<file path="config.mk">
export PLATFORM = sky130hd
export DESIGN_NAME = instr_decode_reg_flat
export DESIGN_NICKNAME = d
export VERILOG_FILES = /design/src/rtl/decode_pkg.sv /design/src/rtl/instr_decode_reg_if.sv /design/src/rtl/instr_skid_buf.sv /design/src/rtl/instr_decode_reg.sv /design/src/flat_wrapper.sv
export SDC_FILE = /design/constraint.sdc
export NUM_CORES = 1
export LEC_CHECK = 0
export ABC_CLOCK_PERIOD_IN_PS = 1900
export BUFFER_PORTS_ARGS = -buffer_cell sky130_fd_sc_hd__buf_2
export CAP_MARGIN = 15
export CELL_PAD_IN_SITES_DETAIL_PLACEMENT = 1
export CELL_PAD_IN_SITES_GLOBAL_PLACEMENT = 1
export CORE_MARGIN = 3
export CORE_UTILIZATION = 38
export DETAILED_ROUTE_END_ITERATION = 8
export PLACE_DENSITY = 0.77
export SLEW_MARGIN = 20
export SYNTH_ARGS = -nofsm -noshare
export SYNTH_HDL_FRONTEND = slang
export SYNTH_SLANG_ARGS = --single-unit
</file>
<file path="constraint.sdc">
create_clock -name clk -period 1.9 [get_ports clk]
set_clock_uncertainty 0.15 [all_clocks]
set_input_delay 0.285 -clock clk [delete_from_list [all_inputs] [get_ports clk]]
set_output_delay 0.285 -clock clk [all_outputs]
set_load 0.05 [all_outputs]
</file>
<file path="src/rtl/decode_pkg.sv">
// Shared types and field widths for the fetch-to-execute instruction path.
// Optional build macro STALL_CNT_EN (used by instr_decode_reg) adds a stall counter.
package decode_pkg;

  localparam int INSTR_W = 8;
  localparam int OPC_W   = 4;
  localparam int IMM_W   = 4;

  typedef enum logic [1:0] {
    EMPTY = 2'd0,
    MAIN  = 2'd1,
    FULL  = 2'd2
  } skid_state_t;

  typedef logic [INSTR_W-1:0] instr_t;

  // Opcode encoding shared with the execute stage.
  typedef enum logic [OPC_W-1:0] {
    OP_NOP  = 4'h0,
    OP_ADD  = 4'h1,
    OP_SUB  = 4'h2,
    OP_AND  = 4'h3,
    OP_OR   = 4'h4,
    OP_XOR  = 4'h5,
    OP_SHL  = 4'h6,
    OP_SHR  = 4'h7,
    OP_LDI  = 4'h8,
    OP_LD   = 4'h9,
    OP_ST   = 4'hA,
    OP_BEQ  = 4'hB,
    OP_BNE  = 4'hC,
    OP_JMP  = 4'hD,
    OP_CALL = 4'hE,
    OP_RET  = 4'hF
  } opcode_t;

endpackage

</file>
<file path="src/rtl/instr_decode_reg_if.sv">
// Fetch-side and execute-side handshake bundle of the decode pipeline register.
// master = upstream/downstream environment view, slave = decode register view.
interface instr_decode_reg_if;
  import decode_pkg::*;

  logic             in_valid;
  logic             in_ready;
  instr_t           in_instr;
  logic             out_valid;
  logic             out_ready;
  logic [OPC_W-1:0] out_opcode;
  logic [IMM_W-1:0] out_imm;

  modport master (
    output in_valid, in_instr, out_ready,
    input  in_ready, out_valid, out_opcode, out_imm
  );

  modport slave (
    input  in_valid, in_instr, out_ready,
    output in_ready, out_valid, out_opcode, out_imm
  );

endinterface

</file>
<file path="src/rtl/instr_skid_buf.sv">
// Generic two-entry valid/ready skid buffer: main register drives the output,
// skid register catches the beat accepted while the head is stalled.
//   state | meaning
//   EMPTY | nothing held, out_valid low
//   MAIN  | head entry in main, skid free
//   FULL  | main and skid both hold data, in_ready low
module instr_skid_buf
  import decode_pkg::*;
#(
  parameter int W = 8
) (
  input  logic         clk,
  input  logic         rst,
  input  logic         flush,
  input  logic         in_valid,
  output logic         in_ready,
  input  logic [W-1:0] in_data,
  output logic         out_valid,
  input  logic         out_ready,
  output logic [W-1:0] out_data
);

  localparam logic [1:0] ST_EMPTY = EMPTY;
  localparam logic [1:0] ST_MAIN  = MAIN;
  localparam logic [1:0] ST_FULL  = FULL;

  logic [1:0]   state;
  logic [W-1:0] main_q;
  logic [W-1:0] skid_q;
  logic         in_fire;
  logic         out_fire;

  // Ready and valid depend only on registered state, never on the opposite handshake.
  assign in_ready  = (state != ST_FULL) && !rst;
  assign out_valid = (state != ST_EMPTY);
  assign out_data  = main_q;
  assign in_fire   = in_valid && in_ready;
  assign out_fire  = out_valid && out_ready;

  always_ff @(posedge clk) begin
    if (rst) begin
      state  <= ST_EMPTY;
      main_q <= '0;
      skid_q <= '0;
    end else if (flush) begin
      state <= ST_EMPTY;
    end else begin
      case (state)
        ST_EMPTY: begin
          if (in_fire) begin
            main_q <= in_data;
            state  <= ST_MAIN;
          end
        end
        ST_MAIN: begin
          if (in_fire && out_fire) begin
            main_q <= in_data;
          end else if (in_fire) begin
            skid_q <= in_data;
            state  <= ST_FULL;
          end else if (out_fire) begin
            state <= ST_EMPTY;
          end
        end
        ST_FULL: begin
          if (out_fire) begin
            main_q <= skid_q;
            state  <= ST_MAIN;
          end
        end
        default: state <= ST_EMPTY;
      endcase
    end
  end

endmodule

</file>
<file path="src/rtl/instr_decode_reg.sv">
// Decode pipeline register: buffers fetched instructions and splits them into
// opcode/immediate fields. Define STALL_CNT_EN to add the saturating stall_cnt output.
module instr_decode_reg
  import decode_pkg::*;
(
  input  logic clk,
  input  logic rst,
  input  logic flush,
  instr_decode_reg_if.slave bus
`ifdef STALL_CNT_EN
  ,
  output logic [15:0] stall_cnt
`endif
);

  generate
    if (OPC_W + IMM_W != INSTR_W) begin : g_width_check
      $error("opcode and immediate fields must exactly cover the instruction");
    end
  endgenerate

  instr_t head;

  instr_skid_buf #(.W(INSTR_W)) u_skid (
    .clk       (clk),
    .rst       (rst),
    .flush     (flush),
    .in_valid  (bus.in_valid),
    .in_ready  (bus.in_ready),
    .in_data   (bus.in_instr),
    .out_valid (bus.out_valid),
    .out_ready (bus.out_ready),
    .out_data  (head)
  );

  assign bus.out_opcode = head[INSTR_W-1 -: OPC_W];
  assign bus.out_imm    = head[IMM_W-1:0];

`ifdef STALL_CNT_EN
  // Only reset clears the counter; a flush keeps the stall history.
  always_ff @(posedge clk) begin
    if (rst) begin
      stall_cnt <= '0;
    end else if (bus.out_valid && !bus.out_ready && (stall_cnt != 16'hFFFF)) begin
      stall_cnt <= stall_cnt + 16'd1;
    end
  end
`endif

endmodule

</file>
<file path="src/flat_wrapper.sv">
// flat-port wrapper written by rule: the top's interface ports become plain ports
module instr_decode_reg_flat import decode_pkg::*;
  (clk, rst, flush, bus_in_valid, bus_in_instr, bus_out_ready, bus_in_ready, bus_out_valid, bus_out_opcode, bus_out_imm);
  instr_decode_reg_if bus_i ();
  input  logic clk;
  input  logic rst;
  input  logic flush;
  input wire logic [$bits(bus_i.in_valid)-1:0] bus_in_valid;
  input wire logic [$bits(bus_i.in_instr)-1:0] bus_in_instr;
  input wire logic [$bits(bus_i.out_ready)-1:0] bus_out_ready;
  output wire logic [$bits(bus_i.in_ready)-1:0] bus_in_ready;
  output wire logic [$bits(bus_i.out_valid)-1:0] bus_out_valid;
  output wire logic [$bits(bus_i.out_opcode)-1:0] bus_out_opcode;
  output wire logic [$bits(bus_i.out_imm)-1:0] bus_out_imm;
  assign bus_i.in_valid = bus_in_valid;
  assign bus_i.in_instr = bus_in_instr;
  assign bus_i.out_ready = bus_out_ready;
  assign bus_in_ready = bus_i.in_ready;
  assign bus_out_valid = bus_i.out_valid;
  assign bus_out_opcode = bus_i.out_opcode;
  assign bus_out_imm = bus_i.out_imm;
  instr_decode_reg u_core (.clk(clk), .rst(rst), .flush(flush), .bus(bus_i));
endmodule
</file>
* Word level (Yosys, flattened, before mapping)
Cells that the tools add are included.
** Word-level totals
- Flip-flop bits (word level) :: 18
- Bits of input ports :: 13
- Output and inout port bits :: 10
- Logic and storage cells :: 35
** Operators by class
- Equal/unequal tests :: 8
- Mux-type cells :: 10
- Bitwise gates (word level) :: 2
- Reductions and logical operators :: 12
** Operator list (count)
- $mux 8 :: 3
- $pmux 8 s3 :: 1
- $mux 2 :: 5
- $ne 2x2->1 const B :: 5
- $reduce_and 4->1 :: 2
- $pmux 2 s3 :: 1
- $reduce_and 5->1 :: 1
- $logic_and 1x1->1 :: 4
- $ne 3x3->1 const B :: 1
- $reduce_bool 3->1 :: 1
- $eq 2x1->1 const B :: 1
- $eq 2x2->1 const B :: 1
- $logic_not 2->1 :: 1
- $not 1->1 :: 2
- $reduce_bool 2->1 :: 1
- $reduce_or 2->1 :: 1
- $logic_not 1->1 :: 1

* Longest topological paths before layout
- Depth in word-level cells :: 6
- Depth in mapped cells :: 5
- Depth with buffers taken out :: 3

* Worst setup path after synthesis
No wires, ideal clock.
- Path kind :: register to output
- Start :: register u_core.u_skid.state[1]
- End :: output port bus_in_ready
- Arrival time :: 1309 ps
- Data required time :: 1465 ps
- Slack :: 156 ps
- Stages on the path, launching flop included :: 4
- Buffers on the path :: 1
- Cells stage by stage :: dfxtp_1 -> nor2b_1 -> clkbuf_1 -> nor2_1
** On the way
- Longest elaborated chain between the ends :: 2
** RTL lines
- from (decl) :: RTL line instr_skid_buf.sv:27 : logic [1:0] state;
- from (signal assigned) :: RTL line instr_skid_buf.sv:42 : state <= ST_EMPTY;
- from (signal assigned) :: RTL line instr_skid_buf.sv:46 : state <= ST_EMPTY;
- from (signal assigned) :: RTL line instr_skid_buf.sv:52 : state <= ST_MAIN;
- $ne 2x2->1 :: RTL line instr_skid_buf.sv:34 : assign in_ready = (state != ST_FULL) && !rst;
- $logic_and 1x1->1 :: RTL line instr_skid_buf.sv:34
- to (decl) :: RTL line flat_wrapper.sv:11 : output wire logic [$bits(bus_i.in_ready)-1:0] bus_in_ready;
Every way passes these cells.

* Final worst setup path
Ends and elaborated chain as after synthesis.

==> flow_metrics.env <==
export IMPL_antenna_found_initial=0
export IMPL_setup_violations=0
export IMPL_syn_nets=118
export IMPL_rr_endpoint="u_core.u_skid.out_data[6]"
export IMPL_synth_top_area_share_pct=39.0
export IMPL_fin_crit_ns=1.77
export IMPL_hold_viol_final=0
export IMPL_dp_slack_ns=0.0921
export IMPL_fin_nets=141
export IMPL_h_tree_depth=1
export IMPL_crit_start="u_core.u_skid.state[1]"
export IMPL_grt_setup_unrepaired="false"
export IMPL_clk_pin_slew_ns=0.10
export IMPL_critPathKind="register to primary output"
export IMPL_place_congestion=0.813
export IMPL_die_area_mm2=0.00306
export IMPL_ir_worst_vdd_mv=0.332
export IMPL_path_cells="buf_4 -> nor2b_1 -> nor2_1 -> buf_2"
export IMPL_vias_per_cell=5.61
export IMPL_worst_pin_slew_ns=0.557
export IMPL_grt_pass1_wl_um=4130
export IMPL_worstSetupPathDepth=4
export IMPL_grt_max_degree=17
export IMPL_first_iter_violations=4
export IMPL_r2r_cells=3
export IMPL_p_leak_uw=0.000457
export IMPL_hold_class="input pin to register"
export IMPL_synthDistinctLibCells=24
export IMPL_drive_gt1_share_pct=35.7
export IMPL_use_met2_pct=27.5
export IMPL_routed_wl_um=2430
export IMPL_reg2reg_slack_ns=0.17
export IMPL_syn_inst=105
export IMPL_slew_violations=0
export IMPL_tns_ns=0
export IMPL_grt_busiest_layer="met2"
export IMPL_syn2layout_area_growth_pct=17.6
export IMPL_die_x_um=55.3
export IMPL_cts_tree="yes"
export IMPL_vias=864
export IMPL_cp_max_fo=11
export IMPL_end_kind="primary output"
export IMPL_fin_crit_sh_pct=93.3
export IMPL_insertion_delay_ns=0.30
export IMPL_grt_usage_pct=17.1
export IMPL_grt_use_met1_pct=21.7
export IMPL_diodes=0
export IMPL_path_delay_family="flip-flops"
export IMPL_final_cell_area_mm2=0.00109
export IMPL_synth_seq_cells=18
export IMPL_synth_warnings=0
export IMPL_overflow=0
export IMPL_synth_top_area_cell="dfxtp_1"
export IMPL_hpwlAfterDp_um=1770
export IMPL_root_buffer="clkbuf_4"
export IMPL_power_density_mw_per_mm2=666
export IMPL_startpoint_type="register"
export IMPL_grtUsageMet3_pct=3.04
export IMPL_fp_dieH_um=55.3
export IMPL_coreArea_mm2=0.00225
export IMPL_post_cts_buffers=0
export IMPL_critPathSlowestCell="dfxtp_2"
export IMPL_rows=17
export IMPL_run_status="completed"
export IMPL_cts_made_buffers=3
export IMPL_avgSynthCellArea_um2=8.81
export IMPL_cp_endpoint="bus_in_ready"
export IMPL_grt_pass1_vias=875
export IMPL_drt_first_pass_iters=4
export IMPL_wl_per_cell_um=15.7
export IMPL_synth_area_um2=925
export IMPL_drc=0
export IMPL_clock_sinks=18
export IMPL_drv_cap=0
export IMPL_numPortBuffers=22
export IMPL_fin_util_pct=48.2
export IMPL_initial_utilization_pct=41.0
export IMPL_worst_ep_required_time_ns=1.46
export IMPL_yosysSeqAreaShare_pct=39.0
export IMPL_min_delay_start="flush"
export IMPL_cts_buffer_depth=2
export IMPL_clock_fmax_ghz=0.564
export IMPL_dpl_cell_count=151
export IMPL_ant_nets=0
export IMPL_io_pins=23
export IMPL_synth_area_top_cells="dfxtp_1, or3b_2, mux2i_1"
export IMPL_placed_cell_area_mm2=0.00106
export IMPL_cpPeakStageDelay_ns=0.40
export IMPL_fin_ws_ns=0.127
export IMPL_r2r_start="u_core.u_skid.state[1]"
export IMPL_critPathBufInv=2
export IMPL_arrival_ns=1.34
export IMPL_max_slew_margin_pct=62.7
export IMPL_layoutNonFillerInstCount=154
## how the worst min path moves through the flow
stage               slack (ns)  cells past startpoint                         to
global placement          0.29                      2  u_core.u_skid.out_data[6]
floorplan                 0.21                      1     u_core.u_skid.state[1]
detailed placement        0.31                      2  u_core.u_skid.out_data[2]
finish                    0.07                      2     u_core.u_skid.state[1]
CTS                       0.07                      2     u_core.u_skid.state[1]
global route              0.07                      3    u_core.u_skid.skid_q[3]
## routing by layer
| layer | vias up | share of wire, % |
|---|---|---|
| li1 | 424 | - |
| met1 | 418 | 48 |
| met2 | 17 | 47 |
| met3 | 5 | 3.0 |
| met4 | 0 | 2.1 |
| met5 | - | 0 |
## flip-flops by register name, indices dropped and copies added, names as in the netlist
signal	count
u_core.u_skid.out_data	8
u_core.u_skid.skid_q	8
u_core.u_skid.state	2
## power by group
part | switching (uW) | total (uW) | internal, uW
combinational | 90.2 | 135 | 45.0
sequential | 4.84 | 392 | 387
clock | 123 | 197 | 73.9
total | 218 | 724 | 506
## cells in the mapped netlist
library cell  number
dfxtp_1           18
nor3b_2            2
o211ai_1           8
inv_1              1
mux2i_1            9
clkbuf_1           5
nor4_1             1
a21oi_1           10
nor2_1             3
buf_6              1
a31o_1             1
clkbuf_2           1
o21a_1             1
or2_2              1
nand3b_1           1
or4b_1             1
nor2b_1            2
buf_1              1
or3b_2            11
buf_2              1
o21ai_0            8
nand3_1            8
or4bb_1            1
nand2_1            9
## final cells by class
type	count	area (um2)
fillers	290	1170
inverters	1	3.75
multi-input cells	77	517
flip-flops and latches	18	362
repair buffers	27	148
well taps	28	35.0
clock buffers	3	22.5
## worst register-to-register path: stages, from the launching register on
cell	delay, ns
dfxtp_2	0.37
or4b_1	0.51
a31o_1	0.40
mux2i_1	0.19
## cells in the final DEF (no fill, tap or decap)
cell and n:
clkbuf_4 3, o211ai_1 8, o21ai_0 8, or2_2 1
or4b_1 1, nand2_1 9, buf_2 22, or4bb_1 1
nand3_1 8, nor4_1 1, a21oi_1 10, inv_1 1
nor2_1 3, or3b_2 11, a31o_1 1, nand3b_1 1
o21a_1 1, dfxtp_2 1, buf_4 5, mux2i_1 9
nor2b_1 2, dfxtp_1 17, nor3b_2 2
## through the flow
stage	hold WS, ns	power (uW)
floorplan	0.211	494
global placement	0.292	533
detailed placement	0.306	538
CTS	0.0711	731
global route	0.0732	766
finish	0.0732	724
## logic make-up (layout without fill, tap and decap cells)
| family | after synthesis | count (layout) | share of synthesized area, % |
|---|---|---|---|
| buffers and inverters | 10 | 31 | 5.14 |
| DFF | 18 | 18 | 39.0 |
| AOI/OAI and AO/OA | 28 | 28 | 18.0 |
| and+or+nand+nor | 40 | 40 | 28.1 |
| muxes | 9 | 9 | 9.74 |
## timing repair
| item | in CTS | in global routing |
|---|---|---|
| endpoints found under the setup margin | 0 | 1 |
| hold buffers | 0 | 0 |
| gates resized for setup | 0 | 1 |
| endpoints found under the hold margin | 0 | 0 |
Power figures use the tool's default switching activity.
